==> src/rtl/rv_pkg.sv <==
// Shared RISC-V core parameters and types used by the register-file
// writeback path.
package rv_pkg;

    localparam int XLEN       = 32;
    localparam int REG_ADDR_W = 5;
    localparam int NUM_REGS   = 32;

    typedef enum logic {
        WB_SRC_PIPE = 1'b0,
        WB_SRC_MC   = 1'b1
    } wb_src_e;

endpackage : rv_pkg

==> src/rtl/regfile_scoreboard.sv <==
// Pending-destination scoreboard: one busy bit per architectural register,
// set at issue of a multi-cycle op and cleared when its result is written.
module regfile_scoreboard
    import rv_pkg::*;
(
    input  logic                  clk,
    input  logic                  rst,
    input  logic                  set_valid,
    input  logic [REG_ADDR_W-1:0] set_rd,
    input  logic                  clr_valid,
    input  logic [REG_ADDR_W-1:0] clr_rd,
    input  logic [REG_ADDR_W-1:0] q_rs1,
    input  logic [REG_ADDR_W-1:0] q_rs2,
    output logic                  busy1,
    output logic                  busy2
);

    logic [NUM_REGS-1:0] busy_q;
    logic [NUM_REGS-1:0] busy_d;

    // Next busy vector: clear first so a same-cycle set on the same rd wins.
    always_comb begin
        busy_d = busy_q;
        if (clr_valid) begin
            busy_d[clr_rd] = 1'b0;
        end else begin
            busy_d = busy_d;
        end
        if (set_valid && (set_rd != {REG_ADDR_W{1'b0}})) begin
            busy_d[set_rd] = 1'b1;
        end else begin
            busy_d = busy_d;
        end
        busy_d[0] = 1'b0;
    end

    // Busy bit storage.
    always_ff @(posedge clk) begin
        if (rst) begin
            busy_q <= {NUM_REGS{1'b0}};
        end else begin
            busy_q <= busy_d;
        end
    end

    assign busy1 = busy_q[q_rs1];
    assign busy2 = busy_q[q_rs2];

endmodule : regfile_scoreboard

==> src/rtl/regfile_wb_arbiter.sv <==
// Two-port writeback arbiter in front of the register file: port 0 (pipeline)
// has priority, port 1 (multi-cycle unit) is forced through after STARVE_LIMIT waits.
module regfile_wb_arbiter
    import rv_pkg::*;
#(
    parameter int STARVE_LIMIT = 4
) (
    input  logic                  clk,
    input  logic                  rst,
    input  logic                  wb0_valid,
    output logic                  wb0_ready,
    input  logic [REG_ADDR_W-1:0] wb0_rd,
    input  logic [XLEN-1:0]       wb0_data,
    input  logic                  wb1_valid,
    output logic                  wb1_ready,
    input  logic [REG_ADDR_W-1:0] wb1_rd,
    input  logic [XLEN-1:0]       wb1_data,
    input  logic                  sb_set_valid,
    input  logic [REG_ADDR_W-1:0] sb_set_rd,
    input  logic [REG_ADDR_W-1:0] q_rs1,
    input  logic [REG_ADDR_W-1:0] q_rs2,
    output logic                  busy1,
    output logic                  busy2,
    output logic                  write_en,
    output logic [REG_ADDR_W-1:0] a3,
    output logic [XLEN-1:0]       din
);

    localparam int              CNT_W = $clog2(STARVE_LIMIT + 1);
    localparam logic [CNT_W-1:0] LIMIT = CNT_W'(STARVE_LIMIT);

    logic [CNT_W-1:0]      cnt_q, cnt_d;
    logic                  write_en_q, write_en_d;
    logic [REG_ADDR_W-1:0] a3_q, a3_d;
    logic [XLEN-1:0]       din_q, din_d;
    wb_src_e               src_q, src_d;
    logic                  force1;
    logic                  xfer0;
    logic                  xfer1;

    // Arbitration; nothing is acknowledged while reset is asserted.
    always_comb begin
        force1    = (cnt_q == LIMIT);
        wb0_ready = 1'b0;
        wb1_ready = 1'b0;
        if (rst) begin
            wb0_ready = 1'b0;
            wb1_ready = 1'b0;
        end else begin
            wb0_ready = wb0_valid && !force1;
            wb1_ready = wb1_valid && (!wb0_valid || force1);
        end
        xfer0 = wb0_valid && wb0_ready;
        xfer1 = wb1_valid && wb1_ready;
    end

    // Port-1 starvation counter, saturating at the limit.
    always_comb begin
        cnt_d = {CNT_W{1'b0}};
        if (wb1_valid && !wb1_ready) begin
            if (cnt_q == LIMIT) begin
                cnt_d = cnt_q;
            end else begin
                cnt_d = cnt_q + CNT_W'(1);
            end
        end else begin
            cnt_d = {CNT_W{1'b0}};
        end
    end

    // Capture the winning transfer; x0 destinations complete but never write.
    always_comb begin
        write_en_d = 1'b0;
        a3_d       = a3_q;
        din_d      = din_q;
        src_d      = src_q;
        if (xfer1) begin
            write_en_d = (wb1_rd != {REG_ADDR_W{1'b0}});
            a3_d       = wb1_rd;
            din_d      = wb1_data;
            src_d      = WB_SRC_MC;
        end else if (xfer0) begin
            write_en_d = (wb0_rd != {REG_ADDR_W{1'b0}});
            a3_d       = wb0_rd;
            din_d      = wb0_data;
            src_d      = WB_SRC_PIPE;
        end else begin
            write_en_d = 1'b0;
        end
    end

    // State and write-port registers.
    always_ff @(posedge clk) begin
        if (rst) begin
            cnt_q      <= {CNT_W{1'b0}};
            write_en_q <= 1'b0;
            a3_q       <= {REG_ADDR_W{1'b0}};
            din_q      <= {XLEN{1'b0}};
            src_q      <= WB_SRC_PIPE;
        end else begin
            cnt_q      <= cnt_d;
            write_en_q <= write_en_d;
            a3_q       <= a3_d;
            din_q      <= din_d;
            src_q      <= src_d;
        end
    end

    assign write_en = write_en_q;
    assign a3       = a3_q;
    assign din      = din_q;

    // A port-1 result retires its pending bit in the cycle it hits the write port.
    regfile_scoreboard u_scoreboard (
        .clk       (clk),
        .rst       (rst),
        .set_valid (sb_set_valid),
        .set_rd    (sb_set_rd),
        .clr_valid (write_en_q && (src_q == WB_SRC_MC)),
        .clr_rd    (a3_q),
        .q_rs1     (q_rs1),
        .q_rs2     (q_rs2),
        .busy1     (busy1),
        .busy2     (busy2)
    );

endmodule : regfile_wb_arbiter

==> config.mk <==
export PLATFORM = sky130hd
export DESIGN_NAME = regfile_wb_arbiter
export DESIGN_NICKNAME = d
export VERILOG_FILES = /design/src/rtl/rv_pkg.sv /design/src/rtl/regfile_scoreboard.sv /design/src/rtl/regfile_wb_arbiter.sv
export SDC_FILE = /design/constraint.sdc
export NUM_CORES = 1
export LEC_CHECK = 0
export CAP_MARGIN = 20
export CORE_MARGIN = 3
export CORE_UTILIZATION = 45
export DETAILED_ROUTE_END_ITERATION = 6
export PLACE_DENSITY_LB_ADDON = 0.3
export SETUP_SLACK_MARGIN = 0.2
export SLEW_MARGIN = 20
export SYNTH_ARGS = -nofsm -noshare
export SYNTH_HDL_FRONTEND = slang
export SYNTH_SLANG_ARGS = --single-unit
==> constraint.sdc <==
create_clock -name clk -period 2.3 [get_ports clk]
set_clock_uncertainty 0.1 [all_clocks]
set_input_delay 0.46 -clock clk [delete_from_list [all_inputs] [get_ports clk]]
set_output_delay 0.46 -clock clk [all_outputs]
set_load 0.01 [all_outputs]
# Word-level counts from Yosys, hierarchy flattened
# Index checks and enable logic that the tools add are counted.
[totals]
register_bits = 74
in_bits = 94
output_inout_bits = 42
wordCells = 57
[classes]
n_lt_le_gt_ge = 6
n_bitwise = 4
add_sub_neg = 1
n_reduce_logical = 18
n_eq_ne = 1
muxes = 20
[ops]
columns = ["operator", "n"]
rows = [
  ["32-bit two-way mux", 4],
  ["32-bit bitwise AND", 1],
  ["32-bit NOT", 1],
  ["32-bit bitwise OR", 1],
  ["5-bit by 6-bit < comparator with 1-bit output, second input constant", 4],
  ["5-bit nonzero test", 3],
  ["1-bit binary-select mux with 5-bit select", 2],
  ["1-bit demux with 5-bit select", 2],
  ["5-bit by 1-bit greater-or-equal comparator with 1-bit output, second input constant", 2],
  ["1-bit two-way mux", 10],
  ["5-bit two-way mux", 2],
  ["1-bit logical AND", 9],
  ["3-bit by 1-bit adder with 3-bit output, second input constant", 1],
  ["3-bit equality test, second input constant", 1],
  ["1-bit zero test", 3],
  ["2-bit nonzero test", 1],
  ["2-bit OR reduction", 1],
  ["1-bit logical OR", 1],
  ["1-bit NOT", 1],
]

# Depth between registers and ports, before layout
[logic_depth]
word_depth = 9
ltp_mapped = 7
mapped_depth_nobuf = 6

# By module
# From an unflattened synthesis, not the netlist that was laid out.
[hier_totals]
cells_unflattened = 423
hier_area_um2 = 3854.9
[by_module_without_submodules]
columns = ["module", "area_each_um2", "cells_each", "seq_area_each_um2", "n_inst"]
rows = [
  ["regfile_wb_arbiter", 2026.9, 193, 840.8, 1],
  ["regfile_scoreboard", 1828.0, 230, 620.6, 1],
]

# Worst setup path after synthesis
# Ideal clock, no wire load.
[synth_timing]
path_kind = "input-to-output"
from = "in q_rs1[0]"
to = "out busy1"
arrival_ps = 1509
path_slack_ps = 231
required_time_ps = 1740
cell_stages = 5
n_path_buf = 1
cell_sequence = "buf_2 -> mux4_2 -> nand2b_1 -> o211ai_1 -> nand4_1"
[synth_via]
elab_chain_cells = 2
[synth_rtl]
columns = ["item", "line", "text"]
rows = [
  ["start: declaration", "regfile_wb_arbiter.sv:20", "input logic [REG_ADDR_W-1:0] q_rs1,"],
  ["1-bit binary-select mux with 5-bit select", "regfile_scoreboard.sv:46", "assign busy1 = busy_q[q_rs1];"],
  ["1-bit two-way mux (implied by the code)", "regfile_scoreboard.sv:46", ""],
  ["end: declaration", "regfile_wb_arbiter.sv:22", "output logic busy1,"],
]
# Every way passes these cells. The select of a mux whose other input is x is not followed.

# Final worst setup path
[layout_timing]
from = "reg u_scoreboard.busy_q[7]"
to = "out busy1"
[layout_via]
elab_chain_cells = 2
[layout_rtl]
columns = ["item", "line", "text"]
rows = [
  ["start: declaration", "regfile_scoreboard.sv:18", "logic [NUM_REGS-1:0] busy_q;"],
  ["start signal: assignment", "regfile_scoreboard.sv:40", "busy_q <= {NUM_REGS{1'b0}};"],
  ["start signal: assignment", "regfile_scoreboard.sv:42", "busy_q <= busy_d;"],
  ["1-bit binary-select mux with 5-bit select", "regfile_scoreboard.sv:46", ""],
  ["1-bit two-way mux (implied by the code)", "regfile_scoreboard.sv:46", ""],
]
# Every way passes these cells. The select of a mux whose other input is x is not followed.

==> summary.md <==
| Metric | Value |
|---|---|
| #FFs+latches synth | `73` |
| Period utilization | `0.957` |
| Status | `finished, final reports clean` |
| Core area | `7810 µm²` |
| Clock network fraction of total power | `0.330` |
| Reg-to-reg endpoint | `din[21]$_SDFFE_PP0P_` |
| Drt pass-1 iters | `4` |
| I/O pin count | `136` |
| Via count | `3751` |
| Routed Antenna Nets | `0` |
| Synth async-reset ratio | `0` |
| Synth top area cells | `dfxtp_1, mux2i_1, a211oi_1, nor2_1, a21oi_1` |
| DP Worst Slack | `-694 ps` |
| RSZ-0062 raised after global routing | `yes` |
| WP data arrival | `1640 ps` |
| Cell Area, Synth | `3670 µm²` |
| Most frequent cells in the layout | `clkdlybuf4s50_1, dfxtp_1, mux2i_1` |
| ANT cells | `0` |
| Initial DRC count | `188` |
| Yosys top cell by area | `dfxtp_1` |
| Reg2Reg Setup Slack | `430 ps` |
| Main synth FF type | `dfxtp_1` |
| Clock tree root driver cell | `clkbuf_8` |
| Startpoint types | `flop` |
| CP max-delay cell | `mux4_2` |
| Number of distinct library cells after synthesis | `32` |
| CP Buf/Inv Count | `1` |
| Worst r2r path cells | `7` |
| Mapped Nets | `522` |
| Critical Path, Cell by Cell | `mux4_2 > nand2b_4 > o211ai_1 > nand4_1 > buf_2` |
| Worst Setup End Kind | `output pin` |
| Die area | `9280 µm²` |
| Setup-failing EPs final | `0` |
| Yosys warns | `0` |
| Final Critical Period | `2200 ps` |
| Sequential fraction of design power | `0.461` |
| Post-CTS Hold Buffers | `0` |
| # clock sinks | `73` |
| Post-Route Utilization | `0.697` |
| Max Cap Violations | `0` |
| Pwr per Cell Area | `545 nW/µm²` |
| Vias in the first global route | `3858` |
| RR Startpoint | `cnt_q[0]$_SDFFE_PP0N_` |
| Post-Syn Instances | `426` |
| Gate power share | `0.209` |
| Clk buf depth | `2` |
| Area growth, synth to finish | `48.2%` |
| Number of vias per cell | `5.60` |
| Seq/Total Area, Yosys | `0.398` |
| Worst path top cell family by delay | `multiplexers` |
| Worst slew pin tran | `723 ps` |
| Largest net degree at the start of global routing | `79` |
| Post-synth EDFFs | `0` |
| Filler cells | `629` |
| Gr usage total | `0.253` |
| Hold Vio Cnt, Final | `0` |
| Multi-input gate area | `2120 µm²` |
| Register Area | `1470 µm²` |
| Mapped Avg Cell Area | `8.62 µm²` |
| Share of cells above drive strength 1 | `0.118` |
| Switching part of the total | `0.255` |
| Critical path depth | `5` |
| Largest stage delay on the critical path | `470 ps` |
| Critical path type | `flop to output pin` |
| Sw power | `756 µW` |
| Routed len/inst | `17.0 µm` |
| CP max FO | `3` |
| Synth top area share | `0.398` |
| H-tree depth | `3` |
| Drt total wl | `11400 µm` |
| Commonest non-fill, non-tap cell in the layout | `clkdlybuf4s50_1` |
| CP Capture Point | `busy1` |
| Initial Util | `0.471` |
| Max Slew Vio Count | `0` |
| Final setup margin | `97.8 ps` |
| Clk_lat worst skew | `340 ps` |
| Post-DP HPWL | `8260 µm` |
| Int Power | `2.21 mW` |
| GRT Residual Overflow | `0` |
| Static leakage | `2.09 nW` |
| Critical Path Source | `u_scoreboard.busy_q[7]$_SDFF_PP0_` |
| Die Width | `96.4 µm` |
| Die H | `96.4 µm` |
| Max Fclk | `0.454 GHz` |
| IO Port Bufs | `135` |
| Final GP Congestion | `0.825` |
| Clock slew at reported path FFs | `80 ps` |
| DRC errors left | `0` |
| TritonCTS clock tree | `done` |
| Initial antenna violation count | `0` |
| Max transition margin | `0.518` |
| Rows | `32` |
| Total CTS buffers | `9` |
| Worst VDD drop | `0.362 mV` |
| Hold/Removal Path Class | `flop to flop` |
| Req. time, crit path | `1740 ps` |
| First-pass GRT wire length | `17900 µm` |
| NumNets Final | `659` |
-- flip-flops by register name, indices dropped and copies added (netlist names) --
name,flops
a3,5
cnt_q,3
din,32
src_q,1
u_scoreboard.busy_q,31
write_en,1
-- cells by family after synthesis --
logic type	after synthesis	synth area share
AOI/OAI and AO/OA	117	0.193
adders and majority gates	2	0.00681
buffers and inverters	36	0.0398
DFF	73	0.398
muxes	62	0.189
and+or+nand+nor	136	0.173
-- power groups by stage --
stage	logic (mW)	clock network, mW	registers, mW
global route	0.672	1.04	1.38
finish	0.621	0.979	1.37
CTS	0.621	0.998	1.37
detailed placement	0.609	0	1.39
global placement	0.599	0	1.39
floorplan	0.240	0	1.41
-- metrics by stage --
stage	cells	instance area, µm²	hold slack (ps)	total power [mW]	setup TNS (ps)
6_report	670	5450	330	2.97	0
3_3_place_gp	651	5180	343	1.99	-1340
2_1_floorplan	426	3670	332	1.65	0
5_1_grt	670	5450	358	3.09	0
4_1_cts	670	5450	336	2.99	0
3_5_place_dp	651	5180	373	2.00	-1390
-- layout make-up --
| type | instances | share of cell area |
|---|---|---|
| Multi-Input combinational cell | 317 | 0.390 |
| Timing Repair Buffer | 157 | 0.278 |
| Sequential cell | 73 | 0.270 |
| Clock buffer | 13 | 0.0273 |
| Tap cell | 102 | 0.0234 |
| Clock inverter | 3 | 0.00735 |
| Inverter | 5 | 0.00345 |
-- cells in the mapped netlist (3+ instances only) --
cell type / count
inv_1: 5
a211oi_1: 39
nor3_1: 4
o21ai_0: 32
nor2b_1: 4
a21oi_1: 37
mux2i_1: 56
nand3_1: 9
nand3b_1: 3
nand2_1: 40
nor2_1: 50
buf_1: 4
nand4_1: 3
a22oi_1: 4
clkbuf_1: 18
buf_2: 9
dfxtp_1: 73
mux4_2: 6
nand2b_1: 5
nor3b_1: 5
-- metal layers --
layer / GRT usage / part of all wire
met1: 0.279 / 0.40
met5: 0 / 0
met3: 0.101 / 0.093
met2: 0.438 / 0.49
met4: 0.0923 / 0.020
-- worst min path at each step --
stage                            endpoint             startpoint  cells after the start  slack (ps)
floorplan           cnt_q[0]$_SDFFE_PP0N_  cnt_q[0]$_SDFFE_PP0N_                      1         330
global placement    cnt_q[0]$_SDFFE_PP0N_  cnt_q[0]$_SDFFE_PP0N_                      1         340
detailed placement  cnt_q[0]$_SDFFE_PP0N_  cnt_q[0]$_SDFFE_PP0N_                      1         370
CTS                 cnt_q[0]$_SDFFE_PP0N_  cnt_q[0]$_SDFFE_PP0N_                      1         340
global route        cnt_q[0]$_SDFFE_PP0N_  cnt_q[0]$_SDFFE_PP0N_                      1         360
finish              cnt_q[0]$_SDFFE_PP0N_  cnt_q[0]$_SDFFE_PP0N_                      1         330
-- timing repair --
item,in CTS,in global routing
pin swaps,3,4
gates resized for setup,39,11
gates cloned,1,0
setup endpoints to repair,4,6
buffers inserted,2,0
Power figures use the tool's default switching activity.
